===== src/rtl/lhn_tag_cam_sa_if.sv =====
// Bus between the cache controller (master) and the set-associative tag CAM (slave).
interface lhn_tag_cam_sa_if #(
    parameter int TAG_W     = 8,
    parameter int SETS_LOG2 = 3,
    parameter int WAYS_LOG2 = 1
);
    localparam int WAYS = 2 ** WAYS_LOG2;

    logic                 we_n;
    logic [SETS_LOG2-1:0] wr_set;
    logic [WAYS_LOG2-1:0] wr_way;
    logic [TAG_W-1:0]     wr_tag;
    logic                 inv_n;
    logic                 lk_n;
    logic [SETS_LOG2-1:0] lk_set;
    logic [TAG_W-1:0]     lk_tag;
    logic                 lk_vld;
    logic [WAYS-1:0]      mbits;
    logic                 hit;
    logic [WAYS_LOG2-1:0] hit_way;
    logic [WAYS_LOG2-1:0] victim_way;
    logic                 rd_n;
    logic [TAG_W-1:0]     dout;
    logic                 dout_v;
    logic                 flush_n;
    logic                 busy;

    modport master (
        output we_n, wr_set, wr_way, wr_tag, inv_n,
        output lk_n, lk_set, lk_tag, rd_n, flush_n,
        input  lk_vld, mbits, hit, hit_way, victim_way, dout, dout_v, busy
    );

    modport slave (
        input  we_n, wr_set, wr_way, wr_tag, inv_n,
        input  lk_n, lk_set, lk_tag, rd_n, flush_n,
        output lk_vld, mbits, hit, hit_way, victim_way, dout, dout_v, busy
    );
endinterface


===== src/rtl/lhn_tag_cam_sa.sv =====
// N-way set-associative tag CAM: registered lookup, per-set round-robin victim,
// sequential flush. States: ST_IDLE | accepts write/invalidate/lookup/flush ; ST_FLUSH | clears one set per cycle
module lhn_tag_cam_sa #(
    parameter int TAG_W     = 8,
    parameter int SETS_LOG2 = 3,
    parameter int WAYS_LOG2 = 1
) (
    input logic             clk,
    input logic             rst_n,
    lhn_tag_cam_sa_if.slave cam
);
    localparam int SETS = 2 ** SETS_LOG2;
    localparam int WAYS = 2 ** WAYS_LOG2;

    typedef enum logic {ST_IDLE, ST_FLUSH} state_t;

    state_t                          state_q, state_d;
    logic [SETS_LOG2-1:0]            cnt_q, cnt_d;
    logic [TAG_W-1:0]                tag_q [SETS][WAYS];
    logic [SETS-1:0][WAYS-1:0]       valid_q, valid_d;
    logic [SETS-1:0][WAYS_LOG2-1:0]  rr_q, rr_d;

    logic                 lk_vld_q, lk_vld_d;
    logic [WAYS-1:0]      mbits_q, mbits_d;
    logic                 hit_q, hit_d;
    logic [WAYS_LOG2-1:0] hit_way_q, hit_way_d;
    logic [WAYS_LOG2-1:0] victim_q, victim_d;

    logic idle, inv_en, wr_en, lk_en, rd_en;

    assign idle   = (state_q == ST_IDLE);
    assign inv_en = idle && !cam.inv_n;
    // Invalidate wins over a simultaneous write to the same entry.
    assign wr_en  = idle && !cam.we_n && cam.inv_n;
    assign lk_en  = idle && !cam.lk_n;

    always_comb begin
        state_d = state_q;
        cnt_d   = cnt_q;
        valid_d = valid_q;
        rr_d    = rr_q;
        case (state_q)
            ST_IDLE: begin
                if (!cam.flush_n) begin
                    state_d = ST_FLUSH;
                    cnt_d   = '0;
                end
                if (inv_en) begin
                    valid_d[cam.wr_set][cam.wr_way] = 1'b0;
                end else if (wr_en) begin
                    valid_d[cam.wr_set][cam.wr_way] = 1'b1;
                    if (cam.wr_way == rr_q[cam.wr_set])
                        rr_d[cam.wr_set] = rr_q[cam.wr_set] + 1'b1;
                end
            end
            ST_FLUSH: begin
                valid_d[cnt_q] = '0;
                cnt_d          = cnt_q + 1'b1;
                if (cnt_q == SETS_LOG2'(SETS - 1))
                    state_d = ST_IDLE;
            end
            default: state_d = ST_IDLE;
        endcase
    end

    always_comb begin
        lk_vld_d  = lk_en;
        mbits_d   = mbits_q;
        hit_d     = hit_q;
        hit_way_d = hit_way_q;
        victim_d  = victim_q;
        if (lk_en) begin
            for (int w = 0; w < WAYS; w++)
                mbits_d[w] = valid_q[cam.lk_set][w] && (tag_q[cam.lk_set][w] == cam.lk_tag);
            hit_d = |mbits_d;
            // Scan high-to-low so the lowest matching / invalid way is the one kept.
            hit_way_d = '0;
            victim_d  = rr_q[cam.lk_set];
            for (int w = WAYS - 1; w >= 0; w--) begin
                if (mbits_d[w])
                    hit_way_d = WAYS_LOG2'(w);
                if (!valid_q[cam.lk_set][w])
                    victim_d = WAYS_LOG2'(w);
            end
        end
    end

    always_ff @(posedge clk or negedge rst_n) begin
        if (!rst_n) begin
            state_q   <= ST_IDLE;
            cnt_q     <= '0;
            valid_q   <= '0;
            rr_q      <= '0;
            lk_vld_q  <= 1'b0;
            mbits_q   <= '0;
            hit_q     <= 1'b0;
            hit_way_q <= '0;
            victim_q  <= '0;
        end else begin
            state_q   <= state_d;
            cnt_q     <= cnt_d;
            valid_q   <= valid_d;
            rr_q      <= rr_d;
            lk_vld_q  <= lk_vld_d;
            mbits_q   <= mbits_d;
            hit_q     <= hit_d;
            hit_way_q <= hit_way_d;
            victim_q  <= victim_d;
        end
    end

    // Tag storage carries no reset; the valid bits qualify every use of it.
    always_ff @(posedge clk) begin
        if (wr_en)
            tag_q[cam.wr_set][cam.wr_way] <= cam.wr_tag;
    end

    assign rd_en          = !cam.rd_n && rst_n;
    assign cam.dout       = rd_en ? tag_q[cam.wr_set][cam.wr_way] : '0;
    assign cam.dout_v     = rd_en && valid_q[cam.wr_set][cam.wr_way];
    assign cam.lk_vld     = lk_vld_q;
    assign cam.mbits      = mbits_q;
    assign cam.hit        = hit_q;
    assign cam.hit_way    = hit_way_q;
    assign cam.victim_way = victim_q;
    assign cam.busy       = (state_q == ST_FLUSH);
endmodule


===== src/flat_wrapper.sv =====
// flat-port wrapper written by rule: the top's interface ports become plain ports
module lhn_tag_cam_sa_flat 
#(
    parameter int TAG_W     = 8,
    parameter int SETS_LOG2 = 3,
    parameter int WAYS_LOG2 = 1
)
  (clk, rst_n, cam_we_n, cam_wr_set, cam_wr_way, cam_wr_tag, cam_inv_n, cam_lk_n, cam_lk_set, cam_lk_tag, cam_rd_n, cam_flush_n, cam_lk_vld, cam_mbits, cam_hit, cam_hit_way, cam_victim_way, cam_dout, cam_dout_v, cam_busy);
  lhn_tag_cam_sa_if #(.TAG_W(TAG_W), .SETS_LOG2(SETS_LOG2), .WAYS_LOG2(WAYS_LOG2)) cam_i ();
  input logic clk;
  input logic rst_n;
  input wire logic [$bits(cam_i.we_n)-1:0] cam_we_n;
  input wire logic [$bits(cam_i.wr_set)-1:0] cam_wr_set;
  input wire logic [$bits(cam_i.wr_way)-1:0] cam_wr_way;
  input wire logic [$bits(cam_i.wr_tag)-1:0] cam_wr_tag;
  input wire logic [$bits(cam_i.inv_n)-1:0] cam_inv_n;
  input wire logic [$bits(cam_i.lk_n)-1:0] cam_lk_n;
  input wire logic [$bits(cam_i.lk_set)-1:0] cam_lk_set;
  input wire logic [$bits(cam_i.lk_tag)-1:0] cam_lk_tag;
  input wire logic [$bits(cam_i.rd_n)-1:0] cam_rd_n;
  input wire logic [$bits(cam_i.flush_n)-1:0] cam_flush_n;
  output wire logic [$bits(cam_i.lk_vld)-1:0] cam_lk_vld;
  output wire logic [$bits(cam_i.mbits)-1:0] cam_mbits;
  output wire logic [$bits(cam_i.hit)-1:0] cam_hit;
  output wire logic [$bits(cam_i.hit_way)-1:0] cam_hit_way;
  output wire logic [$bits(cam_i.victim_way)-1:0] cam_victim_way;
  output wire logic [$bits(cam_i.dout)-1:0] cam_dout;
  output wire logic [$bits(cam_i.dout_v)-1:0] cam_dout_v;
  output wire logic [$bits(cam_i.busy)-1:0] cam_busy;
  assign cam_i.we_n = cam_we_n;
  assign cam_i.wr_set = cam_wr_set;
  assign cam_i.wr_way = cam_wr_way;
  assign cam_i.wr_tag = cam_wr_tag;
  assign cam_i.inv_n = cam_inv_n;
  assign cam_i.lk_n = cam_lk_n;
  assign cam_i.lk_set = cam_lk_set;
  assign cam_i.lk_tag = cam_lk_tag;
  assign cam_i.rd_n = cam_rd_n;
  assign cam_i.flush_n = cam_flush_n;
  assign cam_lk_vld = cam_i.lk_vld;
  assign cam_mbits = cam_i.mbits;
  assign cam_hit = cam_i.hit;
  assign cam_hit_way = cam_i.hit_way;
  assign cam_victim_way = cam_i.victim_way;
  assign cam_dout = cam_i.dout;
  assign cam_dout_v = cam_i.dout_v;
  assign cam_busy = cam_i.busy;
  lhn_tag_cam_sa #(.TAG_W(TAG_W), .SETS_LOG2(SETS_LOG2), .WAYS_LOG2(WAYS_LOG2)) u_core (.clk(clk), .rst_n(rst_n), .cam(cam_i));
endmodule

===== config.mk =====
export PLATFORM = sky130hd
export DESIGN_NAME = lhn_tag_cam_sa_flat
export DESIGN_NICKNAME = d
export VERILOG_FILES = /design/src/rtl/lhn_tag_cam_sa_if.sv /design/src/rtl/lhn_tag_cam_sa.sv /design/src/flat_wrapper.sv
export SDC_FILE = /design/constraint.sdc
export NUM_CORES = 1
export LEC_CHECK = 0
export CAP_MARGIN = 20
export CORE_ASPECT_RATIO = 0.8
export CORE_MARGIN = 1.5
export CORE_UTILIZATION = 60
export CTS_CLUSTER_DIAMETER = 100
export DETAILED_ROUTE_END_ITERATION = 8
export PLACE_DENSITY = 0.8
export SLEW_MARGIN = 10
export SYNTH_ARGS = -nofsm -noshare
export SYNTH_HDL_FRONTEND = slang
export SYNTH_SLANG_ARGS = --single-unit

===== constraint.sdc =====
create_clock -name clk -period 4.1 [get_ports clk]
set_input_delay 0.82 -clock clk [delete_from_list [all_inputs] [get_ports clk]]
set_output_delay 0.82 -clock clk [all_outputs]
set_load 0.01 [all_outputs]

After elaboration in Yosys (flattened, before gate mapping)
Memories as Yosys holds them, arrays and structs flattened.
Cells that the tools add are included.
{"block": "classes", "n_addsub": 2, "n_mul": 0, "div": 0, "n_lt_le_gt_ge": 9, "eq_ne": 6, "shifts": 0, "mux": 39, "bitwise_logic": 8, "n_reduce_logical": 18}
{"cell": "$mux 16", "count": 3}
{"cell": "$mux 8", "count": 5}
{"cell": "$and 16x16->16", "count": 2}
{"cell": "$not 16->16", "count": 2}
{"cell": "$pmux 16 s2", "count": 1}
{"cell": "$eq 8x8->1", "count": 2}
{"cell": "$or 16x16->16", "count": 1}
{"cell": "$mux 1", "count": 13}
{"cell": "$bmux 2 s3", "count": 2}
{"cell": "$demux 2 s3", "count": 2}
{"cell": "$logic_and 1x1->1", "count": 12}
{"cell": "$lt 3x4->1 const B", "count": 3}
{"cell": "$bwmux 8", "count": 1}
{"cell": "$demux 8 s1", "count": 1}
{"cell": "$mux 2", "count": 4}
{"cell": "$bmux 1 s3", "count": 2}
{"cell": "$ge 3x1->1 const B", "count": 2}
{"cell": "$pmux 3 s2", "count": 1}
{"cell": "$logic_not 1->1", "count": 4}
{"cell": "$reduce_and 4->1", "count": 1}
{"cell": "$add 3x1->3 const B", "count": 1}
{"cell": "$demux 1 s3", "count": 1}
{"cell": "$eq 3x3->1 const B", "count": 1}
{"cell": "$mux 3", "count": 1}
{"cell": "13 further kinds", "count": 14}
{"block": "totals", "ff_bits": 34, "latch_bits": 0, "ramBits": 128, "rom_bits": 0, "in_bits": 30, "out_inout_bits": 16, "elab_cells": 106, "n_memories": 1}
{"name": "u_core.tag_q", "depth": 8, "word_bits": 16, "read_ports": 2, "rd_clocked_by_memory_dff": 0, "wr": 1, "line_no": "lhn_tag_cam_sa.sv:19", "rtl": "logic [TAG_W-1:0] tag_q [SETS][WAYS];"}

Logic depth before layout (Yosys ltp)
Gate-level depths: netlist (run 1).
{"block": "logic_depth", "depth_word": 10, "ltp_mapped": 9}

Least setup slack after synthesis (run 1)
Ideal clock, no wire load.
{"block": "synth_path", "path_type": "input port to output port", "start": "input port cam_wr_set[1]", "end": "output port cam_dout[3]", "t_arrival_ns": 2.464, "slack_ns": 0.816, "stages": 9, "path_buffers": 4, "cell_sequence": "clkbuf_1 -> buf_2 -> buf_2 -> buf_2 -> nand3_1 -> o311ai_0 -> o21ai_0 -> a31o_2 -> a21oi_1"}
{"block": "synth_between", "elab_chain_cells": 5}
{"item": "from (decl)", "line_no": "flat_wrapper.sv:13", "rtl": "input wire logic [$bits(cam_i.wr_set)-1:0] cam_wr_set;"}
{"item": "$mem_v2 8x16"}
{"item": "$mux 8 (not written as such) (3 in series)", "line_no": "lhn_tag_cam_sa.sv:119", "rtl": "assign cam.dout = rd_en ? tag_q[cam.wr_set][cam.wr_way] : '0;"}
{"item": "$mux 8", "line_no": "lhn_tag_cam_sa.sv:119"}
{"item": "to (decl)", "line_no": "flat_wrapper.sv:27", "rtl": "output wire logic [$bits(cam_i.dout)-1:0] cam_dout;"}
No other way between the ends. The select of a mux whose other input is x is not followed.

Final worst setup path (run 1)
{"block": "layout_path", "start": "input port cam_wr_set[0]", "end": "output port cam_dout[4]"}
Same word-level chain as after synthesis.

==> run summary, run 1 <==
status = completed
CP max stage cell = clkdlybuf4s50_1
Worst Setup End Kind = output port
Synth Warn # = 0
share of layout cells above drive strength 1 = 0.194
post-route cell area = 9510 sq um
# rows = 37
worst clock skew = 0.00740 ns
placed cell areas = 8900 sq um
Clk pwr share = 0.385
Vias/cell = 7.21
Die Ht = 107 um
Max VDD drop = 0.529 mV
period utilisation layout = 0.960
Synthesized Nets = 639
M3 GR Usage = 0.104
maximum clock rate = 254 MHz
P_leak = 3.47 nW
Max-cap violations = 0
die width = 133 um
Clock Tree Buf Depth = 2
gr ovfl total = 0
RSZ-0062 raised after global routing = no
share of power burned in registers = 0.464
r2r setup slk = 1.03 ns
WP data arrival = 3.12 ns
met2 GRT Util = 0.572
commonest non-fill, non-tap cell in the layout = edfxtp_1
Crit Path Class = input pin to output port
clock sinks = 162
CP top delay family = buffers and inverters
DRC viols = 0
CTS clk-pin slew, worst paths = 0.06 ns
switch share = 0.272
mapped cell area = 8050 sq um
P&R area growth vs syn = 18.0%
mean area per synthesized cell = 13.3 sq um
worst-path cell chain = dlygate4sd2_1, buf_4, nor3_2, a22oi_1, nand3_1, a21oi_1, a31o_2, a21oi_1, clkdlybuf4s50_1
sequential area share after synthesis = 0.583
EDFF count, synth = 128
WP buf/inv = 3
R2R depth = 4
Ant. Diodes = 0
reg2reg start = u_core.cam.busy
worst slew pin tran = 0.942 ns
Initial Util = 0.621
fin. max-slew vios = 0
largest net degree at the start of global routing = 35
First-pass DRT Iterations = 7
Crit Path Max Fanout = 18
CTS Root Cell = clkbuf_16
gr usage total = 0.361
Hold Path Depth = 2
Final min period = 3.94 ns
remaining antenna violation count = 0
top cell type's share of synthesized area = 0.477
power per cell area = 447 nW/um^2
met1 Use GR = 0.476
HPWL Detailed = 16.3 mm
cells after synthesis = 607
vias in the first global route = 6134
Async SR Flop Fraction = 0.210
leading area contributor after synthesis = edfxtp_1
top cells by area, synth = edfxtp_1 48%, dfrtp_1 11%, mux4_2 9.5%
combinational share of power = 0.151
Largest stage delay, worst path = 0.61 ns
io pins = 46
Fin. Hold Viols = 0
highest-count cells in the layout ignoring fill and taps = 128 x edfxtp_1, 60 x o21ai_0, 55 x buf_4
first-pass GRT wire length = 36.3 mm
hold crit path type = register to register
CTS tree = yes
Num CTS Buffers = 17
GP Congestion = 0.947
final setup violation count = 0
Setup TNS Final = 0 ns
Worst-Skew Late Latency = 0.45 ns
Hold Startpoint = u_core.cam.mbits[0]
initial antenna violation count = 0
slew margin rel. = 0.372
Critical R2R Capture = u_core.tag_q[1][15]
most congested layer reported by global routing = met2
Routed WL per cell = 27.6 um
Yosys reg bits = 162
Min Hold Slack = 0.471 ns
Worst setup SP type = input pin
Layout Nets = 715
Core Region = 13000 sq um
Total Power = 4.25 mW
P_int = 3.09 mW
Via Count = 6279
main flop type after synthesis = edfxtp_1
DIE AREA = 14100 sq um
Max H-tree Level = 4
Worst Hold End = u_core.cam.mbits[0]
most common cell type on the critical path = a21oi_1
Psw = 1.15 mW
Required @ worst endpoint = 3.28 ns
Yosys cell types = 53
IO buf count = 45
1st-iter DRT viols = 1260
Total Wirelength = 24.1 mm
cells in the mapped netlist, types with 2 or more instances:
master	count
mux2i_1	48
xor2_1	10
a31o_2	2
inv_1	3
a221oi_1	7
and3_1	8
nor2b_1	7
nand3b_1	3
buf_2	9
a211oi_1	6
a31oi_1	7
nand3_1	15
mux4_2	34
buf_6	5
a21oi_1	50
dfrtp_1	34
ha_1	2
o311ai_0	2
nand2_1	31
and3b_1	2
buf_1	3
mux2_2	5
clkbuf_1	23
a22o_1	8
a22oi_1	26
o21ai_0	60
buf_4	3
nor2_1	30
o21ai_1	2
nor3_1	5
edfxtp_1	128
o211ai_1	7
nor3b_2	2
stage by stage:
stage / utilization / std cells / setup slack, ns
final: 0.733 / 871 / 0.163
after global routing: 0.733 / 871 / 0.0296
after CTS: 0.733 / 871 / 0.211
after detailed placement: 0.687 / 839 / -0.142
after global placement: 0.687 / 839 / -0.00287
after floorplan: - / 607 / 0.816
logic make-up after synthesis:
group | synth area share
muxes | 0.162
buffers and inverters | 0.0323
adders and majority gates | 0.00311
DFF | 0.583
AOI/OAI and AO/OA | 0.140
and+or+nand+nor | 0.0685
xor gates and xnor gates | 0.0120
registers in the layout (all words and copies together) (netlist names), named ones only:
| register | count |
|---|---|
| u_core.cam.hit | 1 |
| u_core.cam.victim_way | 1 |
| u_core.rr_q | 8 |
| u_core.tag_q | 128 |
| u_core.cam.busy | 1 |
| u_core.cam.hit_way | 1 |
| u_core.cam.mbits | 2 |
| u_core.cnt_q | 3 |
| u_core.cam.lk_vld | 1 |
worst min-delay path, delay by kind of cell (launching register included):
kind	cells	cell delay [ns]
AND/OR/NAND/NOR	2	0.10
flip-flops	1	0.34
per-layer routing:
layer	vias to the layer above	part of all wire
met5	-	0
met3	106	0.13
met4	0	0.043
met1	3060	0.36
li1	2561	-
met2	552	0.46
power by group through the flow:
stage / logic, mW / registers [mW] / clock network, mW
2_1_floorplan: 0.433 / 1.94 / 0
3_3_place_gp: 0.602 / 1.99 / 0
3_5_place_dp: 0.624 / 2.00 / 0
4_1_cts: 0.629 / 1.96 / 1.64
5_1_grt: 0.703 / 1.98 / 1.70
6_report: 0.643 / 1.97 / 1.64
timing repair:
action,in CTS,in global routing
buffers inserted,0,0
endpoints found under the setup margin,3,0
resized for setup,2,0
hold buffers,0,0
worst max-delay path by stage:
| stage | slack [ns] | start | cells past startpoint | to |
|---|---|---|---|---|
| after floorplan | 0.82 | cam_wr_set[1] | 9 | cam_dout[3] |
| after global placement | -0.003 | cam_wr_set[0] | 9 | cam_dout[4] |
| after detailed placement | -0.14 | cam_wr_set[0] | 9 | cam_dout[4] |
| after CTS | 0.21 | cam_wr_set[0] | 9 | cam_dout[4] |
| after global routing | 0.03 | cam_wr_set[0] | 9 | cam_dout[0] |
| final | 0.16 | cam_wr_set[0] | 9 | cam_dout[4] |
final cells by class:
class / instances / area, sq um
clock inverter: 15 / 176
clock buffer: 17 / 425
fill: 848 / 3460
multi-input combinational: 396 / 3100
inverter: 5 / 18.8
timing repair buffer: 101 / 867
tap: 175 / 219
sequential: 162 / 4690
Note: power is estimated with default switching activity, not from simulation.
==> run 2, diff against run 1 <==
- TNS_END_PERCENT: not set -> 1
==> results of run 2 <==
The final DEF is identical to that of run 1; final timing and power are the same.
